$ cat src/rtl/serial_subtractor.sv
// Bit-serial subtractor: diff = a - b, one bit per clock LSB first, start/busy/done handshake.
// Optional signed-overflow output enabled by defining SERIAL_SUB_OVF_EN.
module serial_subtractor #(
    parameter int unsigned WIDTH = 8
) (
    input  logic             clk,
    input  logic             rst_n,
    input  logic             start,
    input  logic [WIDTH-1:0] a,
    input  logic [WIDTH-1:0] b,
    output logic             busy,
    output logic             done,
    output logic [WIDTH-1:0] diff,
    output logic             Bout
`ifdef SERIAL_SUB_OVF_EN
    ,
    output logic             ovf
`endif
);

    localparam int unsigned CNT_W = $clog2(WIDTH);

    typedef enum logic [1:0] {
        IDLE  = 2'd0,
        SHIFT = 2'd1,
        DONE  = 2'd2
    } state_e;

    state_e             state_q, state_d;
    logic [WIDTH-1:0]   ra_q, ra_d;
    logic [WIDTH-1:0]   rb_q, rb_d;
    logic [WIDTH-1:0]   res_q, res_d;
    logic [CNT_W-1:0]   cnt_q, cnt_d;
    logic               br_q, br_d;
    logic [WIDTH-1:0]   diff_q, diff_d;
    logic               bout_q, bout_d;
    logic               busy_q, busy_d;
    logic               done_q, done_d;
    logic               d_bit;
    logic               br_nxt;
    logic               load;
`ifdef SERIAL_SUB_OVF_EN
    logic               amsb_q, amsb_d;
    logic               bmsb_q, bmsb_d;
    logic               ovf_q, ovf_d;
`endif

    // Next-state, datapath and registered-output logic
    always_comb begin
        state_d = state_q;
        ra_d    = ra_q;
        rb_d    = rb_q;
        res_d   = res_q;
        cnt_d   = cnt_q;
        br_d    = br_q;
        diff_d  = diff_q;
        bout_d  = bout_q;
        busy_d  = 1'b0;
        done_d  = 1'b0;
`ifdef SERIAL_SUB_OVF_EN
        amsb_d  = amsb_q;
        bmsb_d  = bmsb_q;
        ovf_d   = ovf_q;
`endif

        d_bit  = ra_q[0] ^ rb_q[0] ^ br_q;
        br_nxt = (~ra_q[0] & rb_q[0]) | (~(ra_q[0] ^ rb_q[0]) & br_q);
        load   = start && ((state_q == IDLE) || (state_q == DONE));

        case (state_q)
            IDLE: begin
                state_d = IDLE;
            end
            SHIFT: begin
                busy_d = 1'b1;
                ra_d   = ra_q >> 1;
                rb_d   = rb_q >> 1;
                res_d  = {d_bit, res_q[WIDTH-1:1]};
                br_d   = br_nxt;
                cnt_d  = cnt_q + CNT_W'(1);
                if (cnt_q == CNT_W'(WIDTH - 1)) begin
                    state_d = DONE;
                    busy_d  = 1'b0;
                    done_d  = 1'b1;
                    diff_d  = {d_bit, res_q[WIDTH-1:1]};
                    bout_d  = br_nxt;
`ifdef SERIAL_SUB_OVF_EN
                    // Result MSB is the bit produced on this final edge
                    ovf_d   = (amsb_q ^ bmsb_q) & (amsb_q ^ d_bit);
`endif
                end
            end
            DONE: begin
                state_d = IDLE;
            end
            default: begin
                state_d = IDLE;
            end
        endcase

        if (load) begin
            state_d = SHIFT;
            busy_d  = 1'b1;
            ra_d    = a;
            rb_d    = b;
            res_d   = '0;
            cnt_d   = '0;
            br_d    = 1'b0;
`ifdef SERIAL_SUB_OVF_EN
            amsb_d  = a[WIDTH-1];
            bmsb_d  = b[WIDTH-1];
`endif
        end
    end

    // State and datapath registers
    always_ff @(posedge clk or negedge rst_n) begin
        if (!rst_n) begin
            state_q <= IDLE;
            ra_q    <= '0;
            rb_q    <= '0;
            res_q   <= '0;
            cnt_q   <= '0;
            br_q    <= 1'b0;
            diff_q  <= '0;
            bout_q  <= 1'b0;
            busy_q  <= 1'b0;
            done_q  <= 1'b0;
`ifdef SERIAL_SUB_OVF_EN
            amsb_q  <= 1'b0;
            bmsb_q  <= 1'b0;
            ovf_q   <= 1'b0;
`endif
        end else begin
            state_q <= state_d;
            ra_q    <= ra_d;
            rb_q    <= rb_d;
            res_q   <= res_d;
            cnt_q   <= cnt_d;
            br_q    <= br_d;
            diff_q  <= diff_d;
            bout_q  <= bout_d;
            busy_q  <= busy_d;
            done_q  <= done_d;
`ifdef SERIAL_SUB_OVF_EN
            amsb_q  <= amsb_d;
            bmsb_q  <= bmsb_d;
            ovf_q   <= ovf_d;
`endif
        end
    end

    assign busy = busy_q;
    assign done = done_q;
    assign diff = diff_q;
    assign Bout = bout_q;
`ifdef SERIAL_SUB_OVF_EN
    assign ovf  = ovf_q;
`endif

endmodule

$ cat config.mk
export PLATFORM = sky130hd
export DESIGN_NAME = serial_subtractor
export DESIGN_NICKNAME = d
export VERILOG_FILES = /design/src/rtl/serial_subtractor.sv
export SDC_FILE = /design/constraint.sdc
export NUM_CORES = 1
export LEC_CHECK = 0
export CAP_MARGIN = 5
export CELL_PAD_IN_SITES_DETAIL_PLACEMENT = 1
export CELL_PAD_IN_SITES_GLOBAL_PLACEMENT = 2
export CORE_MARGIN = 2
export CORE_UTILIZATION = 35
export DETAILED_ROUTE_END_ITERATION = 16
export PLACE_DENSITY_LB_ADDON = 0.1
export SLEW_MARGIN = 20
export SYNTH_ARGS = -nofsm -noshare
export SYNTH_HDL_FRONTEND = slang
export SYNTH_SLANG_ARGS = --single-unit
$ cat constraint.sdc
create_clock -name clk -period 2.05 [get_ports clk]
set_input_delay 0.41 -clock clk [delete_from_list [all_inputs] [get_ports clk]]
set_output_delay 0.41 -clock clk [all_outputs]
set_load 0.02 [all_outputs]
==> summary.txt <==
Global route
  • GRT Overall Usage: 13.96%
  • Most Crowded Layer GR: met2
  • First-pass GRT wire length: 6382 µm
  • Met2 usage: between 20% and 30%
  • Vias in the first global route: about 1300
  • Initial antenna violation count: 0
  • Largest net degree at the start of global routing: 41
  • M3 GR Usage: 4.384%
  • GR met1 Demand/Resource: between 15 and 20%
  • GR Overflow Total: 0

Routing
  • DRC viols: 0
  • Final WL: ~3700 µm
  • Via density: just under 5
  • Antenna viol nets, final: 0
  • Wire per inst: roughly 15 µm
  • Iteration-0 DRC Markers: 43
  • Initial DRT Pass Iterations: 3
  • Total vias in the final route: ~1200

Timing
  • Unrepaired setup endpoints after global routing: no
  • Worst slew pin tran: 565.8 ps
  • Crit share post-route: 82.33%
  • Setup-failing EPs final: 0
  • Setup TNS: 0 ps
  • Final Hold Fails: 0
  • Max Freq: 592.5 MHz
  • Post-layout min period: 1688 ps
  • Rel. slew slack: 62.28%
  • Clock skew: between 8 and 9 ps
  • Final slew viol count: 0

Cells and area
  • # nets final: 200
  • Fillers: 559
  • Ant diodes: 0
  • Multi-input gate area: 720.7 µm²
  • Final Instance Area: 2285 µm²
  • Register area: 1001 µm²
  • Share of cells above drive strength 1: 15.64%
  • Most frequent cells in the layout: dfrtp_1 (40), clkdlybuf4s50_1 (28), a21oi_1 (14)
  • Area growth syn-to-layout: 25.50%
  • Commonest non-fill, non-tap cell in the layout: dfrtp_1

Floorplanning
  • Die area: a little under 6000 µm²
  • Die H: 76.12 µm
  • Num ports: 30
  • Num rows: 26
  • Core area: ~5100 µm²
  • Initial core utilization: a little over a third
  • DIE WIDTH: 76.12 µm

Critical path
  • Worst setup SP type: flop
  • Worst EP arrival: between 1500 and 2000 ps
  • Crit. End Element: flop
  • Reg2reg path depth: 2
  • Crit Path Max Fanout: 16
  • RR Endpoint: diff[5]$_DFFE_PN0P_
  • Critical R2R Launch: state_q[0]$_DFFE_PN0P_
  • CP Class: reg -> reg
  • Reg2reg setup slack: between 300 and 400 ps
  • CP Data Required Time: 2220 ps

Logic synthesis
  • Distinct cells, synth: 23
  • Post-synth EDFFs: 0
  • Fraction of registers with async set/reset: 100.0%
  • Syn Nets: approximately 170
  • Top_reg_cell synth: dfrtp_1
  • Syn_area_per_cell: 12.38 µm²
  • Post-Syn Area: between 1500 and 2000 µm²
  • Syn Inst Count: 147
  • Yosys warns: 0
  • Part of the Yosys area used for sequential elements: 54.98%
  • #FFs+latches synth: 40

Power and ir drop
  • P_leak: 1.018 nW
  • Peak VDD IR: approximately 0.00045 V
  • Pwr dens: 1484 nW/µm²

Placed design
  • GPL Wtd Cong: 0.6772
  • DPL Wire Length: between 2000 and 3000 µm
  • Buffers on Ports: 29
  • Post-place instance area: 2158 µm²

Hold path
  • Min-delay worst type: in -> async

Outcome
  • Status: finished clean

CTS
  • Setup Fix Bufs, Post-CTS: 0
  • TritonCTS clock tree: done
  • H-tree Lvls: 2
  • TritonCTS Sinks: 40
  • Worst-Skew Late Latency: 290 ps
  • CTS max path bufs: 2
  • Post-cts resize count: 0
  • Clock buffer count from CTS: 5
  • Clock transition at the registers of the reported paths: 80 ps
  • Hold buffers post-CTS: 0
  • Root Buffer: clkbuf_8

Flow run
  • Max Cap Viol: 0
final cells by class:
type / instances / area share, %
sequential: 40 / 43.81
multi-input combinational: 89 / 31.54
timing repair buffer: 33 / 13.80
clock buffer: 7 / 4.217
tap: 70 / 3.834
inverter: 9 / 1.479
clock inverter: 1 / 1.314
stage by stage:
step | power, mW | hold slack (ps) | std cells | utilization, % | worst slack [ps]
after floorplan | 2.294 | 114.4 | 147 | - | 613.5
after global placement | 2.671 | 487.0 | 241 | 42.53 | 295.2
after detailed placement | 2.733 | 498.1 | 241 | 42.53 | 265.4
after CTS | 3.452 | 190.5 | 249 | 45.02 | 303.2
after global routing | 3.656 | 215.6 | 249 | 45.02 | 236.3
final | 3.391 | 178.7 | 249 | 45.02 | 362.3
power by group:
group          internal [mW]  leakage [nW]  switching (mW)
sequential              1.14         0.494           0.283
combinational          0.697         0.459           0.566
clock                  0.430        0.0645           0.276
total                   2.27          1.02            1.12
worst max-delay path by stage:
stage                                 startpoint                   end  slack [ps]  cells past startpoint
after floorplan             cnt_q[0]$_DFFE_PN0P_   diff[2]$_DFFE_PN0P_         610                      5
final                     state_q[0]$_DFFE_PN0P_   diff[5]$_DFFE_PN0P_         360                      2
after detailed placement                   start   rb_q[6]$_DFFE_PN0P_         270                      5
after global placement                     start  cnt_q[0]$_DFFE_PN0P_         300                      4
after global routing      state_q[0]$_DFFE_PN0P_   diff[7]$_DFFE_PN0P_         240                      2
after CTS                 state_q[0]$_DFFE_PN0P_   diff[5]$_DFFE_PN0P_         300                      2
flip-flops by register name, summed over array words and instances, names as in the netlist, 2 cells and up:
name and cells:
res_q 7, cnt_q 3, ra_q 8, rb_q 8, state_q 2, diff 8
worst max-delay path, stage by stage (launching register included):
cell      delay [ps]
dfrtp_1          700
nand3b_2         460
mux2_4           410
Yosys cell counts (all sizes together) (5+ instances only):
| library cell | n | area share [%] |
|---|---|---|
| o22ai | 5 | 1.7 |
| mux2 | 12 | 8.7 |
| buf | 9 | 3.6 |
| a21oi | 14 | 3.8 |
| o21ai | 6 | 1.6 |
| nor2b | 9 | 3.1 |
| a22o | 10 | 4.8 |
| dfrtp | 40 | 55 |
| inv | 9 | 1.9 |
| a211oi | 9 | 3.7 |
| mux2i | 11 | 6.0 |
cells by family (layout without fill, tap and decap cells):
family	after synthesis	in the layout	share of synthesized area, %
and+or+nand+nor	18	18	6.254
muxes	23	23	14.71
adders and majority gates	3	3	2.474
DFF	40	40	54.98
buffers and inverters	18	50	5.429
AOI/OAI and AO/OA	45	45	16.15
metal layers:
metal  routed length [µm]  share of wire, %
met5                    0                 0
met4                   47               1.3
met3                  169               4.5
met2                 1793                48
met1                 1717                46
No activity file was read; power rests on OpenSTA's default activity.
